--- config.mk ---
export PLATFORM = sky130hd
export DESIGN_NAME = lifo_stack_ctrl
export DESIGN_NICKNAME = d
export VERILOG_FILES = /design/src/rtl/lifo_stack_ctrl.sv
export SDC_FILE = /design/constraint.sdc
export NUM_CORES = 1
export LEC_CHECK = 0
export ABC_AREA = 0
export CAP_MARGIN = 20
export CORE_ASPECT_RATIO = 0.6
export CORE_MARGIN = 2
export CORE_UTILIZATION = 53
export CTS_CLUSTER_DIAMETER = 150
export DETAILED_ROUTE_END_ITERATION = 8
export GPL_ROUTABILITY_DRIVEN = 0
export HOLD_SLACK_MARGIN = 0.02
export PLACE_DENSITY = 0.84
export SLEW_MARGIN = 20
export SYNTH_ARGS = -nofsm -noshare
export SYNTH_HDL_FRONTEND = slang
export SYNTH_SLANG_ARGS = --single-unit
--- constraint.sdc ---
create_clock -name clk -period 3.1 [get_ports clk]
set_clock_uncertainty 0.15 [all_clocks]
set_input_delay 0.465 -clock clk [delete_from_list [all_inputs] [get_ports clk]]
set_output_delay 0.465 -clock clk [all_outputs]
set_load 0.02 [all_outputs]
--- src/rtl/lifo_stack_ctrl.sv ---
// lifo_stack_ctrl: register-array LIFO stack with a stack pointer equal to the
// entry count, level flags, and sticky overflow/underflow error flags.
//
// Request semantics: push and pop are single-cycle requests with no
// back-pressure. Every request present at a rising edge is acted on in that
// cycle. A request that cannot be honoured is dropped, and the matching
// sticky error flag is set. pop_data always shows the current top of stack,
// so a popped word is read in the same cycle that pop is asserted.
module lifo_stack_ctrl #(
    parameter int B        = 8,
    parameter int W        = 4,
    parameter int AF_LEVEL = 2**W - 2,
    parameter int AE_LEVEL = 1
) (
    input  logic         clk,
    input  logic         reset_n,
    input  logic         push,
    input  logic         pop,
    input  logic         clear,
    input  logic         err_clr,
    input  logic [B-1:0] push_data,
    output logic [B-1:0] pop_data,
    output logic [W:0]   count,
    output logic         empty,
    output logic         full,
    output logic         almost_empty,
    output logic         almost_full,
    output logic         overflow,
    output logic         underflow
);

    localparam int        D      = 2**W;
    localparam logic [W:0] DEPTH  = (W+1)'(D);
    localparam logic [W:0] ONE    = (W+1)'(1);
    localparam logic [W:0] AF_CNT = (W+1)'(AF_LEVEL);
    localparam logic [W:0] AE_CNT = (W+1)'(AE_LEVEL);

    logic [B-1:0] mem [D];
    logic [W:0]   sp;
    logic [W:0]   sp_next;
    logic [W:0]   sp_dec;
    logic [W-1:0] top_idx;
    logic         we;
    logic [W-1:0] waddr;
    logic         set_ovf;
    logic         set_unf;
    logic         is_empty;
    logic         is_full;

    assign is_empty = (sp == '0);
    assign is_full  = (sp == DEPTH);
    assign sp_dec   = sp - ONE;
    // When sp == D the low W bits wrap to D-1, which is the correct top index.
    assign top_idx  = sp_dec[W-1:0];

    assign pop_data     = is_empty ? '0 : mem[top_idx];
    assign count        = sp;
    assign empty        = is_empty;
    assign full         = is_full;
    assign almost_empty = (sp <= AE_CNT);
    assign almost_full  = (sp >= AF_CNT);

    // Decode one operation per cycle: clear wins; otherwise push/pop combination.
    always_comb begin
        sp_next = sp;
        we      = 1'b0;
        waddr   = sp[W-1:0];
        set_ovf = 1'b0;
        set_unf = 1'b0;
        if (clear) begin
            sp_next = '0;
        end else if (push && pop) begin
            if (is_empty) begin
                // Nothing to pop: the push still happens, the pop is refused.
                we      = 1'b1;
                waddr   = '0;
                sp_next = ONE;
                set_unf = 1'b1;
            end else begin
                // Replace the top entry in place.
                we    = 1'b1;
                waddr = top_idx;
            end
        end else if (push) begin
            if (!is_full) begin
                we      = 1'b1;
                waddr   = sp[W-1:0];
                sp_next = sp + ONE;
            end else begin
                set_ovf = 1'b1;
            end
        end else if (pop) begin
            if (!is_empty) begin
                sp_next = sp_dec;
            end else begin
                set_unf = 1'b1;
            end
        end
    end

    // Stack pointer and sticky error flags; a new error wins over err_clr.
    always_ff @(posedge clk or negedge reset_n) begin
        if (!reset_n) begin
            sp        <= '0;
            overflow  <= 1'b0;
            underflow <= 1'b0;
        end else begin
            sp        <= sp_next;
            overflow  <= set_ovf | (overflow & ~err_clr);
            underflow <= set_unf | (underflow & ~err_clr);
        end
    end

    // Storage array: contents are not reset, but reset blocks any pending write.
    always_ff @(posedge clk or negedge reset_n) begin
        if (!reset_n) begin
            // Hold contents; only the pending write is suppressed.
        end else if (we) begin
            mem[waddr] <= push_data;
        end
    end

endmodule

* After elaboration in Yosys (flattened, before gate mapping)
Memories as Yosys holds them, arrays and structs flattened.
Cells that the tools add are included.
W data, S select, Z words.
** Word-level totals
- Input bits :: 14
- Bits in registers :: 7
- Output and inout port bits :: 19
- Logic and storage cells :: 48
- Bits in writable memories :: 128
- Memories kept :: 1
** Operators by class
- Order comparisons :: 2
- Reduce and logical (&&, ||, !) cells :: 5
- Bitwise gates (word level) :: 5
- Equal/unequal tests :: 4
- Muxes and demuxes :: 26
- Add/subtract/negate cells :: 2
** Memory list
- mem :: depth 16, width 8, read ports 1, clocked after memory_dff 0, write ports 1, RTL line 38 : logic [B-1:0] mem [D];
** Operator list (count)
- $mux W5 :: 7
- $mux W1 :: 15
- $mux W4 :: 3
- $mux W8 :: 1
- $ne A4 B3 Y1 const B :: 2
- $add A5 B1 Y5 const B :: 1
- $eq A5 B5 Y1 const B :: 1
- $ge A5 B4 Y1 const B :: 1
- $le A5 B1 Y1 const B :: 1
- $logic_not A5 Y1 :: 1
- $sub A5 B1 Y5 const B :: 1
- $reduce_and A4 Y1 :: 1
- $reduce_bool A4 Y1 :: 1
- $ne A3 B3 Y1 const B :: 1
- $and A1 B1 Y1 :: 2
- $logic_and A1 B1 Y1 :: 2
- $or A1 B1 Y1 :: 2
- $not A1 Y1 :: 1

* Depth between registers and ports, before layout
Gate-level depths: netlist (run 1).
- Word-level depth :: 8
- Gate-level depth with buffers :: 10

* Least setup slack after synthesis (run 1)
OpenSTA, ideal clock, no wires.
- Path type :: reg2out
- Start :: reg sp[0] (netlist: count[0])
- End :: out pop_data[3]
- Arrival time :: 2.586 ns
- Stages on the path, launching flop included :: 10
- Slack :: -0.101 ns
- Data required time :: 2.485 ns
- Cell sequence :: dfrtp_1 -> buf_2 -> buf_2 -> inv_1 -> ha_1 -> clkbuf_1 -> clkbuf_1 -> mux4_2 -> mux2i_1 -> o22ai_1
** Between the ends
- Longest elaborated chain between the ends :: 3
** RTL lines
- start, declared :: RTL line 39 : logic [W:0] sp;
- start signal, assigned :: RTL line 108 : sp <= sp_next;
- $sub A5 B1 Y5 :: RTL line 52 : assign sp_dec = sp - ONE;
- $mem_v2 Z16 W8
- $mux W8 * :: RTL line 56 : assign pop_data = is_empty ? '0 : mem[top_idx];
- end, declared :: RTL line 22 : output logic [B-1:0] pop_data,
Mark *: on every way between the ends. The rest lies on a longest branch, timed or not.

* Worst setup path in the final report (run 1)
- Start :: reg sp[1] (netlist: count[1])
- End :: out pop_data[2]
Same word-level chain as after synthesis.

==> reports/results.ini, run 1 <==
[layout]
final_cells = 549
layout-drive-gt1-share = 0.359
fillers = 632
syn_to_final_growth_pct = 26.2
antenna_cells = 0
fin_nets = 417
fin_util = 0.691

[worst_setup_path]
max_stage_delay_ps = 580
path_cells = buf_6, or4_4, nand2_8, buf_12, mux2i_4, o22ai_2, buf_4
endpoint_kind = output port
slowest_stage = or4_4
cp-start-kind = flop
crit_required_ps = 2480
path_max_fanout = 7
cp.arrival_ps = 2460
critPathKind = flop to output port

[drt]
avgRoutedWirePerCell_microns = 25.7
dr_total_vias = 3530
antenna_left = 0
dr.pass1.iters = 7
avgViaCountPerCell = 6.43
route.detailed.drc = 0
wl_microns = 14100
drt_iter0_drc = 464

[clocking]
cts_root_buf = clkbuf_16
cts_buffers = 17
htreeDepth = 4
clkSlewWorstSetupHoldPaths_ps = 60
clk_latency_ps = 420
cts_hold_buf = 0
cts_tree = yes
cts_sinks = 135
clockBufferDepth = 2

[timing]
fin_tns_setup_ps = 0
tightest_slew_ps = 661
setup_viol = 0
drv_slew = 0
hold_viol = 0
slew-limit-headroom = 0.559
fmaxAchievable_mhz = 325
period_share = 0.992
min_period_ps = 3080

[place]
portBuffers = 32
placedCellCount = 508
dp_hpwl_microns = 8060

[yosys]
syn_inst = 324
yosysSeqAreaShare = 0.693
yosysUniqueCellTypes = 54
syn_nets = 343
syn_avg_cell_area_sq_um = 17.9
ys.flop_type = edfxtp_1
synth_area_sq_um = 5800
ys_ff_latch = 135
async_reset_ff_frac = 0.0519
yosys_warnings = 0
synth_edf_count = 128

[floorplanning]
core_sq_um = 10600
die_h_microns = 85.0
die_x_microns = 139
initial_utilization = 0.547
rows = 29
dieArea_sq_um = 11800
pin_count = 33

[grt]
grt_use_total = 0.240
grt_overflow_total = 0
grt_first_pass_wirelength_microns = 20400
antenna_found_initial = 0
grt_pass1_vias = 3456
grt_max_degree = 34

[run_status]
status = finished, final reports clean

[power]
p_leak_nw = 2.46
p_per_area_nw_per_um2 = 795
peakVddDrop_uv = 511

[flow_run]
cap_violations = 0

[min_path]
min_path_type = primary input to asynchronous set/reset pin

==> synthesized netlist by cell type (all sizes together), types with 2 or more instances <==
library cell  count  area, sq um
edfxtp          128         3840
mux4             32          721
nor2             22         82.6
mux2i            16          160
clkbuf           11         41.3
nand2            10         40.0
buf               9         60.1
inv               8         30.0
o22ai             8         50.1
dfrtp             7          175
a21oi             5         28.8
ha                5         62.6
nor2b             5         31.3
nand3             4         20.0
xnor2             4         35.0
a2111oi           3         32.5
a211oi            3         22.5
nand3b            3         22.5
o21ai             3         15.0
a221oi            2         23.8
a22oi             2         15.0
a311oi            2         17.5
a31oi             2         12.5
and2              2         12.5
nand4             2         12.5
o211ai            2         15.0
o21bai            2         15.0
o32a              2         20.0
or4b              2         23.8
==> stage by stage <==
step | setup WS [ps] | area [sq um] | total power [mW] | hold slack, ps
2_1_floorplan | -98.7 | 5850 | 3.09 | 19.4
3_3_place_gp | -0.449 | 6510 | 3.60 | 354
3_5_place_dp | -91.3 | 6510 | 3.64 | 357
4_1_cts | 0.559 | 7200 | 5.64 | 209
5_1_grt | -6.52 | 7320 | 5.99 | 229
6_report | 24.2 | 7320 | 5.82 | 217
==> worst paths after layout <==
path                            startpoint     endpoint  slack, ps  cells past startpoint
max in group asynchronous          reset_n     count[0]       2430                      2
min in group clk                 underflow    underflow        380                      2
worst max-delay path              count[1]  pop_data[2]         20                      7
worst min register to register   underflow    underflow        380                      2
worst min-delay path               reset_n    underflow        220                      2
worst max register to register    count[0]    mem[4][3]        170                      8
==> report_power, final <==
part           total [mW]  leakage [nW]  switching, mW  internal (mW)
combinational        1.92         0.953           1.02          0.900
sequential           2.06          1.24         0.0251           2.03
clock                1.84         0.265          0.752           1.09
==> layout make-up <==
class | count | area [sq um] | share of cell area
timing repair buffer | 75 | 684 | 0.0935
inverter | 8 | 30.0 | 0.00410
clock buffer | 18 | 429 | 0.0586
multi-input combinational | 161 | 1870 | 0.255
tap | 139 | 174 | 0.0238
sequential | 135 | 4020 | 0.549
clock inverter | 13 | 110 | 0.0150
==> timing repair <==
item | CTS | global route
setup endpoints to repair | 8 | 10
pin swaps | 1 | 1
gates resized for setup | 51 | 20
cloned | 1 | 1
setup buffers | 3 | 5
==> placed cells by master (no fill, tap or decap), types with 3 or more instances in the layout <==
cell and instances:
a211oi_1 3, o22ai_2 7, dfrtp_1 5, clkinv_4 4, buf_6 3, nor2b_1 5, a21oi_1 4, xnor2_1 4
nor2_1 22, nand3b_1 3, clkbuf_16 18, ha_1 4, mux2i_2 5, buf_2 6, buf_4 38, clkdlybuf4s50_1 23
nand2_1 8, inv_1 8, mux4_2 32, nand3_1 4, mux2i_4 9, o21ai_0 3, edfxtp_1 128, clkinv_2 6
==> critical path: cells and delay by family, from the launching register on <==
kind                   cells  cell delay (ps)
AOI/OAI and AO/OA          1              110
buffers and inverters      3              500
DFF                        1              410
muxes                      1              280
and+or+nand+nor            2              720
==> layer usage <==
layer  routed length (microns)  vias to the layer above  GRT usage
met5                         0                        -          0
met1                      5980                     1793      0.353
li1                          -                     1473          -
met3                      1220                       39     0.0638
met2                      6580                      225      0.360
met4                       325                        0     0.0725
==> registers in the layout, summed over array words and instances, names as in the netlist <==
register	cells
mem	128
count	5
overflow	1
underflow	1
==> cells by family (layout without fill, tap and decap cells) <==
| logic type | count (synthesis) | in the layout | share of synthesized area |
|---|---|---|---|
| fa+ha+maj | 5 | 5 | 0.0108 |
| buf+inv | 28 | 114 | 0.0227 |
| flops | 135 | 135 | 0.693 |
| compound gates | 43 | 43 | 0.0570 |
| xor+xnor | 4 | 4 | 0.00604 |
| simple gates | 61 | 61 | 0.0587 |
| mux | 48 | 48 | 0.152 |
Power figures use the tool's default switching activity.
==> inputs of run 2 (changes only) <==
--- a/config.mk
+++ b/config.mk
@@ -9,12 +9,13 @@
 export CAP_MARGIN = 20
 export CORE_ASPECT_RATIO = 0.6
 export CORE_MARGIN = 2
-export CORE_UTILIZATION = 53
+export CORE_UTILIZATION = 59
 export CTS_CLUSTER_DIAMETER = 150
+export CTS_CLUSTER_SIZE = 8
 export DETAILED_ROUTE_END_ITERATION = 8
 export GPL_ROUTABILITY_DRIVEN = 0
 export HOLD_SLACK_MARGIN = 0.02
-export PLACE_DENSITY = 0.84
+export PLACE_DENSITY = 0.88
 export SLEW_MARGIN = 20
 export SYNTH_ARGS = -nofsm -noshare
 export SYNTH_HDL_FRONTEND = slang
==> constraint.sdc (replaced) <==
create_clock -name clk -period 3.2 [get_ports clk]
set_clock_uncertainty 0.15 [all_clocks]
set_input_delay 0.48 -clock clk [delete_from_list [all_inputs] [get_ports clk]]
set_output_delay 0.48 -clock clk [all_outputs]
set_load 0.02 [all_outputs]
==> run 2 against run 1 <==
Net effect:
- flip-flop and latch count did not move
- non-clock buffer count shrank 4
- highest routed layer unchanged
- critical endpoint is now pop_data[0]
- routed wire length is 1.8% lower
- global-route usage up 4.2 points
- critical path depth down 1
- clock power increased by 7%
- die area is 9.8% lower
==> reports/results.ini, run 2 (synthesis gave the netlist of run 1 again) <==
[worst_setup_path]
critPathKind = flop to output port
path_max_fanout = 17  ; +10
endpoint_kind = output port
cp-start-kind = flop
crit_family = simple AND/OR/NAND/NOR gates
path_cells = or4_4, nand2_2, buf_12, mux2i_2, o22ai_1, dlygate4sd2_1
cp.arrival_ps = 2500  ; +40 ps
critPathBufInv = 2  ; -1
crit_required_ps = 2570  ; +90 ps
max_stage_delay_ps = 560  ; -20 ps
slowest_stage = or4_4

[clocking]
cts_sinks = 135  ; unchanged
clkSlewWorstSetupHoldPaths_ps = 60  ; about the same
cts_hold_buf = 0  ; unchanged
post_cts_buffers = 0  ; -3
cts_buffers = 17  ; unchanged
cts_root_buf = clkbuf_16
cts_tree = yes
clockBufferDepth = 2  ; unchanged
htreeDepth = 4  ; unchanged
clk_latency_ps = 410  ; about the same

[layout]
mostFrequentLayoutCells = 128 x edfxtp_1, 35 x buf_4, 32 x mux4_2, 24 x clkdlybuf4s50_1, 22 x nor2_1
top_register = mem
fillers = 501  ; -21%
final_area_sq_um = 7190  ; -1.8%
syn_to_final_growth_pct = 23.9
largest_reg_flops = 128  ; unchanged
layout-drive-gt1-share = 0.310  ; -0.0490
mostFrequentLayoutCell = edfxtp_1
fin_nets = 413  ; -0.96%
antenna_cells = 0  ; unchanged
fin_util = 0.768  ; +0.0772
final_cells = 537  ; -2.2%

[timing]
tightest_slew_ps = 687  ; +26.2 ps
period_share = 0.978
fin_tns_setup_ps = 0  ; unchanged
min_period_ps = 3130
setup_viol = 0  ; unchanged
fmaxAchievable_mhz = 320
rsz0062_at_grt = no
finalWorstSetupSlack_ps = 71.6  ; +47.4 ps
drv_slew = 0  ; unchanged
hold_viol = 0  ; unchanged
holdWs_ps = 194  ; -23.8 ps
slew-limit-headroom = 0.541  ; -0.0179

[floorplanning]
die_x_microns = 132  ; -5.1%
pin_count = 33  ; unchanged
initial_utilization = 0.620  ; +0.0724
dieArea_sq_um = 10700  ; -9.8%
core_sq_um = 9360  ; -12%
rows = 27  ; -6.9%
die_h_microns = 80.8  ; -5.0%

[drt]
avgViaCountPerCell = 6.54  ; +1.7%
antenna_left = 0  ; unchanged
route.detailed.drc = 0  ; unchanged
dr.pass1.iters = 5  ; -2
dr_total_vias = 3513  ; -0.48%
drt_iter0_drc = 492  ; +6.0%
avgRoutedWirePerCell_microns = 25.8  ; +0.41%
wl_microns = 13900  ; -1.8%

[grt]
grt_use_total = 0.282  ; +0.0418
grt_overflow_total = 0  ; unchanged
grt_first_pass_wirelength_microns = 21200  ; +3.8%
antenna_found_initial = 0  ; unchanged
grt_max_degree = 29  ; -15%
grt_pass1_vias = 3547  ; +2.6%

[flow_run]
cap_violations = 0  ; unchanged

[place]
placedCellCount = 504  ; -0.79%
dp_hpwl_microns = 8710  ; +8.1%
place_ws_ps = 68.1  ; +159 ps
portBuffers = 32  ; unchanged
postPlaceCellArea_sq_um = 6490  ; -0.27%

[power]
power.total_mw = 5.51  ; -5.4%
p_leak_nw = 2.45  ; -0.42%
peakVddDrop_uv = 529  ; +3.5%
p_per_area_nw_per_um2 = 767  ; -3.6%

[min_path]
min_path_type = primary input to asynchronous set/reset pin

[run_status]
status = finished, final reports clean

run 2: worst paths after layout:
check                          start          end  slack (ps)  depth (start not counted)
max                         count[2]  pop_data[0]          70                          6
min                          reset_n     count[3]         190                          2
max reg2reg                 count[0]   mem[10][5]         310                          7
min reg2reg                underflow    underflow         390                          2
max in group asynchronous    reset_n     count[2]        2560                          2
min in group clk           underflow    underflow         390                          2
run 2: repair_timing:
item / CTS / global route
resized for setup: 25 / 6
setup endpoints to repair: 8 / 8
gates cloned: 1 / 0
hold endpoints to repair: 0 / 0
run 2: per-layer routing:
layer | wire [microns] | GRT usage | vias to the layer above | part of all wire
met4 | 187 | 0.108 | 0 | 0.013
met1 | 5650 | 0.394 | 1811 | 0.41
met5 | 0 | 0 | - | 0
met2 | 6670 | 0.433 | 203 | 0.48
li1 | - | - | 1479 | -
met3 | 1340 | 0.0805 | 20 | 0.097
run 2: worst register-to-register path, cell delays in order (launching register included):
cell       delay, ps
dfrtp_2          420
inv_2             90
ha_1             300
or4bb_1          560
a2111oi_0        460
a211oi_1         190
nor2_1           180
buf_4            220
run 2: area by class of cell:
cell class | count | area (sq um) | area share
repair buffers | 71 | 653 | 0.0909
flip-flops and latches | 135 | 4020 | 0.560
clock inverters | 15 | 179 | 0.0249
inverters | 8 | 30.0 | 0.00418
well taps | 130 | 163 | 0.0226
multi-input cells | 161 | 1710 | 0.238
clock buffers | 17 | 425 | 0.0592
run 2: power by group:
part           total, mW  internal, mW  leakage [nW]  switching (mW)
Clock               1.97          1.23         0.287           0.747
Sequential          2.00          1.97          1.24          0.0253
Combinational       1.54         0.703         0.922           0.835
Total               5.51          3.90          2.45            1.61
